### src/rtl/vision_pkg.sv
// Types shared between the raster framer and the downstream vision filter stages.
package vision_pkg;

    typedef logic [1:0] pix_t;

    typedef struct packed {
        logic sof;
        logic eol;
        logic eof;
    } pix_flags_t;

    localparam int FLAGS_W = $bits(pix_flags_t);

endpackage

### src/rtl/elastic.sv
// Single-entry ready/valid pipeline register; a new beat may load while the held one leaves.
module elastic #(
    parameter int width_p          = 8,
    parameter bit datapath_gate_p  = 1'b0,
    parameter bit datapath_reset_p = 1'b0
) (
    input  logic               clk_i,
    input  logic               reset_i,
    input  logic [width_p-1:0] data_i,
    input  logic               valid_i,
    output logic               ready_o,
    output logic [width_p-1:0] data_o,
    output logic               valid_o,
    input  logic               ready_i
);

    logic               r_valid;
    logic [width_p-1:0] r_data;
    logic               w_load;

    assign ready_o = !r_valid || ready_i;
    assign w_load  = datapath_gate_p ? (valid_i && ready_o) : ready_o;
    assign valid_o = r_valid;
    assign data_o  = r_data;

    always_ff @(posedge clk_i) begin
        if (reset_i) begin
            r_valid <= 1'b0;
        end else if (ready_o) begin
            r_valid <= valid_i;
        end
    end

    if (datapath_reset_p) begin : g_data_rst
        always_ff @(posedge clk_i) begin
            if (reset_i) begin
                r_data <= '0;
            end else if (w_load) begin
                r_data <= data_i;
            end
        end
    end else begin : g_data_nrst
        always_ff @(posedge clk_i) begin
            if (w_load) begin
                r_data <= data_i;
            end
        end
    end

endmodule

### src/rtl/pixel_framer.sv
// Tags each 2-bit pixel with its raster position and frame markers, and counts completed frames.
module pixel_framer
    import vision_pkg::*;
#(
    parameter  int width_p  = 160,
    parameter  int height_p = 120,
    localparam int xw_lp    = $clog2(width_p),
    localparam int yw_lp    = ($clog2(height_p) > 1) ? $clog2(height_p) : 1
) (
    input  logic             clk_i,
    input  logic             reset_i,
    input  logic [1:0]       data_i,
    input  logic             valid_i,
    output logic             ready_o,
    input  logic             restart_i,
    output logic [1:0]       data_o,
    output logic [xw_lp-1:0] x_o,
    output logic [yw_lp-1:0] y_o,
    output logic             sof_o,
    output logic             eol_o,
    output logic             eof_o,
    output logic             valid_o,
    input  logic             ready_i,
    output logic [7:0]       frame_count_o
);

    localparam int PAY_W = 2 + xw_lp + yw_lp + FLAGS_W;

    logic [xw_lp-1:0] r_x;
    logic [yw_lp-1:0] r_y;
    logic [7:0]       r_frame_count;

    logic             w_x_last;
    logic             w_y_last;
    logic             w_in_fire;
    logic             w_out_fire;
    logic             w_elastic_ready;
    logic             w_elastic_reset;
    pix_t             w_pix_in;
    pix_t             w_pix_out;
    pix_flags_t       w_flags_in;
    pix_flags_t       w_flags_out;
    logic [PAY_W-1:0] w_payload_in;
    logic [PAY_W-1:0] w_payload_out;

    assign w_x_last = (r_x == xw_lp'(width_p - 1));
    assign w_y_last = (r_y == yw_lp'(height_p - 1));

    assign w_flags_in.sof = (r_x == '0) && (r_y == '0);
    assign w_flags_in.eol = w_x_last;
    assign w_flags_in.eof = w_x_last && w_y_last;

    assign w_pix_in     = pix_t'(data_i);
    assign w_payload_in = {w_pix_in, r_x, r_y, w_flags_in};

    // A restart blocks acceptance this cycle and flushes the held beat through the register reset.
    assign ready_o         = !restart_i && w_elastic_ready;
    assign w_in_fire       = valid_i && ready_o;
    assign w_out_fire      = valid_o && ready_i;
    assign w_elastic_reset = reset_i || restart_i;

    elastic #(
        .width_p          (PAY_W),
        .datapath_gate_p  (1'b1),
        .datapath_reset_p (1'b1)
    ) u_out_reg (
        .clk_i   (clk_i),
        .reset_i (w_elastic_reset),
        .data_i  (w_payload_in),
        .valid_i (valid_i),
        .ready_o (w_elastic_ready),
        .data_o  (w_payload_out),
        .valid_o (valid_o),
        .ready_i (ready_i)
    );

    assign {w_pix_out, x_o, y_o, w_flags_out} = w_payload_out;
    assign data_o = w_pix_out;
    assign sof_o  = w_flags_out.sof;
    assign eol_o  = w_flags_out.eol;
    assign eof_o  = w_flags_out.eof;

    always_ff @(posedge clk_i) begin
        if (reset_i || restart_i) begin
            r_x <= '0;
            r_y <= '0;
        end else if (w_in_fire) begin
            if (w_x_last) begin
                r_x <= '0;
                r_y <= w_y_last ? '0 : r_y + yw_lp'(1);
            end else begin
                r_x <= r_x + xw_lp'(1);
            end
        end
    end

    // A beat dropped by restart never counts, even if its eof was firing.
    always_ff @(posedge clk_i) begin
        if (reset_i) begin
            r_frame_count <= 8'd0;
        end else if (!restart_i && w_out_fire && eof_o) begin
            r_frame_count <= r_frame_count + 8'd1;
        end
    end

    assign frame_count_o = r_frame_count;

endmodule

### config.mk
export PLATFORM = sky130hd
export DESIGN_NAME = pixel_framer
export DESIGN_NICKNAME = d
export VERILOG_FILES = /design/src/rtl/vision_pkg.sv /design/src/rtl/elastic.sv /design/src/rtl/pixel_framer.sv
export SDC_FILE = /design/constraint.sdc
export NUM_CORES = 1
export LEC_CHECK = 0
export BUFFER_PORTS_ARGS = -buffer_cell sky130_fd_sc_hd__buf_2
export CAP_MARGIN = 10
export CORE_MARGIN = 5
export CORE_UTILIZATION = 24
export CTS_BUF_LIST = sky130_fd_sc_hd__clkbuf_16
export CTS_CLUSTER_DIAMETER = 200
export CTS_CLUSTER_SIZE = 40
export DETAILED_ROUTE_END_ITERATION = 12
export PLACE_DENSITY_LB_ADDON = 0.08
export SLEW_MARGIN = 20
export SYNTH_ARGS = -nofsm -noshare
export SYNTH_HDL_FRONTEND = slang
export SYNTH_HIERARCHICAL = 1
export SYNTH_SLANG_ARGS = --single-unit
### constraint.sdc
create_clock -name clk_i -period 2.5 [get_ports clk_i]
set_input_delay 0.375 -clock clk_i [delete_from_list [all_inputs] [get_ports clk_i]]
set_output_delay 0.375 -clock clk_i [all_outputs]
set_load 0.05 [all_outputs]
=== Yosys cells after proc, flatten, opt, wreduce, memory -nomap -nowiden ===
Cells that the tools add are included.

* Bits in registers: 44
* Output and inout bits: 30

* Reductions and logical operators: 15
* Add/subtract/negate cells: 3
* Multiplexer cells: 2
* Equal/unequal tests: 2

{| class="wikitable"
|+ Operator list
! kind !! count
|-
| $add 8x1->8 const B || 2
|-
| $eq 8x8->1 const B || 1
|-
| $logic_and 1x1->1 || 8
|-
| $logic_not 8->1 || 1
|-
| $mux 8 || 1
|-
| $add 7x1->7 const B || 1
|-
| $eq 7x7->1 const B || 1
|-
| $logic_not 7->1 || 1
|-
| $mux 7 || 1
|-
| $logic_not 1->1 || 2
|-
| $logic_or 1x1->1 || 2
|-
| $reduce_and 2->1 || 1
|}

=== Depth between registers and ports, before layout ===
* Depth after elaboration: 5
* Depth in mapped cells: 8
* Depth with buffers taken out: 6

=== By module ===
The synthesis kept the hierarchy.

{| class="wikitable"
|+ Modules (own cells, without submodules)
! module !! area an instance (µm²) !! cells each !! instances
|-
| pixel_framer || 1,133.6 || 136 || 1
|-
| elastic || 985.9 || 96 || 1
|}

=== Least setup slack after synthesis ===
No wires, ideal clock.

* Kind: register to register
* From: register u_out_reg.r_valid (netlist: u_out_reg/valid_o)
* To: register r_y[4]
* Arrival time: 2.202 ns
* Stages on the path, launching flop included: 9
* Setup time: 0.069 ns
* Setup slack: 0.229 ns
* Path buffers: 3
* Clock period less this slack: 2.271 ns
* Cell sequence: dfxtp_1 > nand2b_4 > buf_6 > buf_2 > nand3b_1 > or4_1 > buf_2 > or4_1 > o21ai_1

* Cells in the longest elaborated chain, start to end: 5

{| class="wikitable"
|+ Ends and longest elaborated chain
! element !! RTL line !! source
|-
| start, declared || elastic.sv:17 || <nowiki>logic r_valid;</nowiki>
|-
| start signal, assigned || elastic.sv:30 || <nowiki>r_valid <= valid_i;</nowiki>
|-
| $logic_not 1->1 || elastic.sv:21 || <nowiki>assign ready_o = !r_valid || ready_i;</nowiki>
|-
| $logic_or 1x1->1 || elastic.sv:21 ||
|-
| net w_elastic_ready || pixel_framer.sv:37 || <nowiki>logic w_elastic_ready;</nowiki>
|-
| $logic_and 1x1->1 || pixel_framer.sv:57 || <nowiki>assign ready_o = !restart_i && w_elastic_ready;</nowiki>
|-
| $logic_and 1x1->1 || pixel_framer.sv:58 || <nowiki>assign w_in_fire = valid_i && ready_o;</nowiki>
|-
| $reduce_and 2->1 (no line) || n/a ||
|-
| end signal, assigned || pixel_framer.sv:90 || <nowiki>r_y <= w_y_last ? '0 : r_y + yw_lp'(1);</nowiki>
|-
| end, declared || pixel_framer.sv:30 || <nowiki>logic [yw_lp-1:0] r_y;</nowiki>
|}

The timed path passes the listed nets, and every way through them passes these cells.
A chain may end at the register's enable or synchronous reset.

=== Worst setup path in the final report ===
* From: register r_x[1]
* To: register r_y[4]

* Cells in the longest elaborated chain, start to end: 2

{| class="wikitable"
|+ Ends and longest elaborated chain
! element !! RTL line !! source
|-
| start, declared || pixel_framer.sv:29 || <nowiki>logic [xw_lp-1:0] r_x;</nowiki>
|-
| start signal, assigned || pixel_framer.sv:92 || <nowiki>r_x <= r_x + xw_lp'(1);</nowiki>
|-
| $eq 8x8->1 || pixel_framer.sv:46 || <nowiki>assign w_x_last = (r_x == xw_lp'(width_p - 1));</nowiki>
|-
| $reduce_and 2->1 (no line) || n/a ||
|}

No other way between the ends.

==> flow_metrics.tcl <==
set metrics [dict create \
    critical_path_class "flip-flop to flip-flop" \
    drv_cap 0 \
    yosysUniqueCellTypes 40 \
    regArea_um2 880.8 \
    setup_tns_ns 0 \
    netSwitchingPower_w 0.0003253 \
    area_growth_pct 18.95 \
    p_seq_frac 0.502 \
    core-area_um2 8678 \
    port_buffers 36 \
    numCtsBuffers 5 \
    max_clock_freq_mhz 466.2 \
    initial_utilization 0.2442 \
    io_pins 37 \
    p_clk_frac 0.443 \
    hpwl_mm 3.694 \
    status "complete, no violations" \
    die_h_um 104.0 \
    syn-num-nets 244 \
    worst_hold_path_type "primary input to flip-flop" \
    cts_tree "yes" \
    synthFlopType "dfxtp_1" \
    min_period_ns 2.145 \
    drc 0 \
    cp_top_family "simple AND/OR/NAND/NOR gates" \
    post_drt_wl_per_cell_um 14.66 \
    holdBufCountCts 0 \
    synth-edff-count 0 \
    power_w 0.001408 \
    async_flop_share 0 \
    yosysTopAreaCellShare 0.4156 \
    synthCells 232 \
    drive_above_1_share 0.2632 \
    track_usage 0.1060 \
    slowest_stage "or4_1" \
    grt_pass1_wl_mm 9.515 \
    pwr-share-comb 0.055 \
    n_antenna_cell 0 \
    cts_sinks 44 \
    wirelength_mm 5.482 \
    power_density_nw_per_um2 558.4 \
    worstPathCellList "ha_1 > nand3_1 > or4_1 > or4_1 > o21ai_1" \
    ys_seq_elements 44 \
    tightestPinTransition_ns 0.4581 \
    cp_num_buf_inv 0 \
    clockRootBuffer "clkbuf_16" \
    clk_pin_slew_ns 0.06 \
    antenna_found_initial 0 \
    syn_area_um2 2120 \
    clockBufferDepth 2 \
    max_slew_margin 0.6946 \
    h-tree-depth 2 \
    setup_viol 0 \
    endpoint_kind "flip-flop" \
    yosysSeqAreaShare 0.4156 \
    critPathMaxStageDelay_ns 0.66 \
    finalCritPeriodShare 0.8579 \
    swShare 0.2311 \
    die_width_um 104.0 \
    drt_first_pass_iters 4 \
    die-area_um2 10810 \
    place.gp.congestion 0.7199 \
    p_int_w 0.001083 \
    final_nets 277 \
    yosysTopAreaCell "dfxtp_1" \
    multi_input_area_um2 1129 \
    p_leak_nw 0.9239 \
    cp_data_required_time_ns 2.72 \
    n_fill_cell 938 \
    vias_per_cell 4.588 \
    finalHoldViolCount 0 \
    drtIter0Drc 93 \
    rows 34 \
    vias 1716 \
    cp-start-kind "flip-flop" \
    ant_nets 0 \
    postCtsResizedCells 0 \
    yosys-top-cells-area "dfxtp_1 (42%), a21bo_1 (9.0%), a21oi_2 (7.4%), nand3_1 (6.1%), nand2_1 (3.0%)" \
    avgSynthCellArea_um2 9.136 \
    drv_slew 0 \
    worstPathArrival_ns 2.36 \
    yosys_warnings 6 \
    clock_latency_ns 0.28 \
    overflow 0 \
    path_common_cell "or4_1" \
    grt_max_degree 44 \
    rsz0062_at_grt "false" \
    cts_setup_buffers 0 \
    grt_pass1_vias 1769 \
    crit_fanout 8 \
    fin_skew_ns 0.004641 \
    vdd_drop_max_mv 0.2744 \
]
final timing paths:
| path | from | end | slack (ns) | cells after the start |
|---|---|---|---|---|
| max | r_x[1]$_SDFFE_PP0P_ | r_y[4]$_SDFFE_PP0P_ | 0.36 | 5 |
| min | data_i[1] | u_out_reg/data_o[19]$_SDFFE_PP0P_ | 0.35 | 3 |
| max reg2reg | r_x[1]$_SDFFE_PP0P_ | r_y[4]$_SDFFE_PP0P_ | 0.36 | 5 |
| min reg2reg | frame_count_o[1]$_SDFFE_PP0P_ | frame_count_o[1]$_SDFFE_PP0P_ | 0.49 | 2 |
synthesized netlist by cell type, types with 2 or more instances:
library cell / n
ha_1: 5
a21bo_1: 19
inv_1: 5
nor3_1: 7
nand3b_1: 2
xnor2_1: 6
a21oi_1: 12
buf_2: 7
nand4b_1: 2
buf_6: 3
a21oi_2: 18
nand3_1: 26
nand4_1: 7
or4_1: 3
nor2_1: 15
nor4_1: 3
dfxtp_1: 44
clkbuf_1: 4
xor2_1: 6
nand2_1: 17
and3_1: 2
cell families after synthesis:
logic type,count (synthesis),synth area share
and+or+nand+nor,92,0.2290
AOI/OAI and AO/OA,58,0.2243
DFF,44,0.4156
buffers and inverters,21,0.05194
xor gates and xnor gates,12,0.04959
adders and majority gates,5,0.02952
layout make-up:
type,instances,area share
Clock buffer,5,0.04963
Timing Repair Buffer,41,0.08635
Inverter,6,0.008933
Sequential cell,44,0.3494
Clock inverter,3,0.004466
Multi-Input combinational cell,167,0.4476
Tap cell,108,0.05360
flip-flops by register name, indices dropped and copies added (netlist names):
| name | cells |
|---|---|
| r_y | 7 |
| u_out_reg/data_o | 20 |
| r_x | 8 |
| u_out_reg/valid_o | 1 |
| frame_count_o | 8 |
routing by layer:
layer	part of all wire	track usage	routed length, µm
met5	0	0	0
met4	0.013	0.03053	73
met3	0.031	0.02731	171
met2	0.44	0.1662	2403
met1	0.52	0.1431	2834
metrics by stage:
| stage | hold slack (ns) | std cells | util | instance area [µm²] | worst slack (ns) |
|---|---|---|---|---|---|
| floorplan | 0.4703 | 232 | - | 2120 | 0.2289 |
| global placement | 0.4838 | 366 | 0.2748 | 2385 | 0.4082 |
| detailed placement | 0.4844 | 366 | 0.2748 | 2385 | 0.3785 |
| CTS | 0.3430 | 374 | 0.2905 | 2521 | 0.3617 |
| global route | 0.3645 | 374 | 0.2905 | 2521 | 0.2526 |
| finish | 0.3460 | 374 | 0.2905 | 2521 | 0.3551 |
worst register-to-register path, stage by stage (launching register included):
cell and delay (ns):
dfxtp_1 0.40, ha_1 0.27, nand3_1 0.16, or4_1 0.66
or4_1 0.52, o21ai_1 0.08
layout by cell type, fill, tap and decap left out, types with 2 or more instances in the layout:
master / n
nand4b_1: 2
ha_1: 5
inv_1: 7
nor4_1: 3
nor3_1: 7
a21oi_2: 18
nand3b_1: 2
dfxtp_1: 44
xnor2_1: 6
a21oi_1: 12
or4_1: 3
nand2_1: 17
xor2_1: 6
nand3_1: 26
and3_1: 2
nor2_1: 15
buf_4: 5
clkbuf_16: 5
a21bo_1: 19
nand4_1: 7
buf_2: 36
clkinv_1: 2
power groups by stage:
stage,logic (W),clock network (W),registers [W]
6_report,0.0000773,0.000624,0.000707
5_1_grt,0.0000850,0.000679,0.000707
4_1_cts,0.0000791,0.000646,0.000706
3_5_place_dp,0.0000792,0,0.000722
3_3_place_gp,0.0000788,0,0.000723
2_1_floorplan,0.0000472,0,0.000732
No activity file was read; power rests on OpenSTA's default activity.
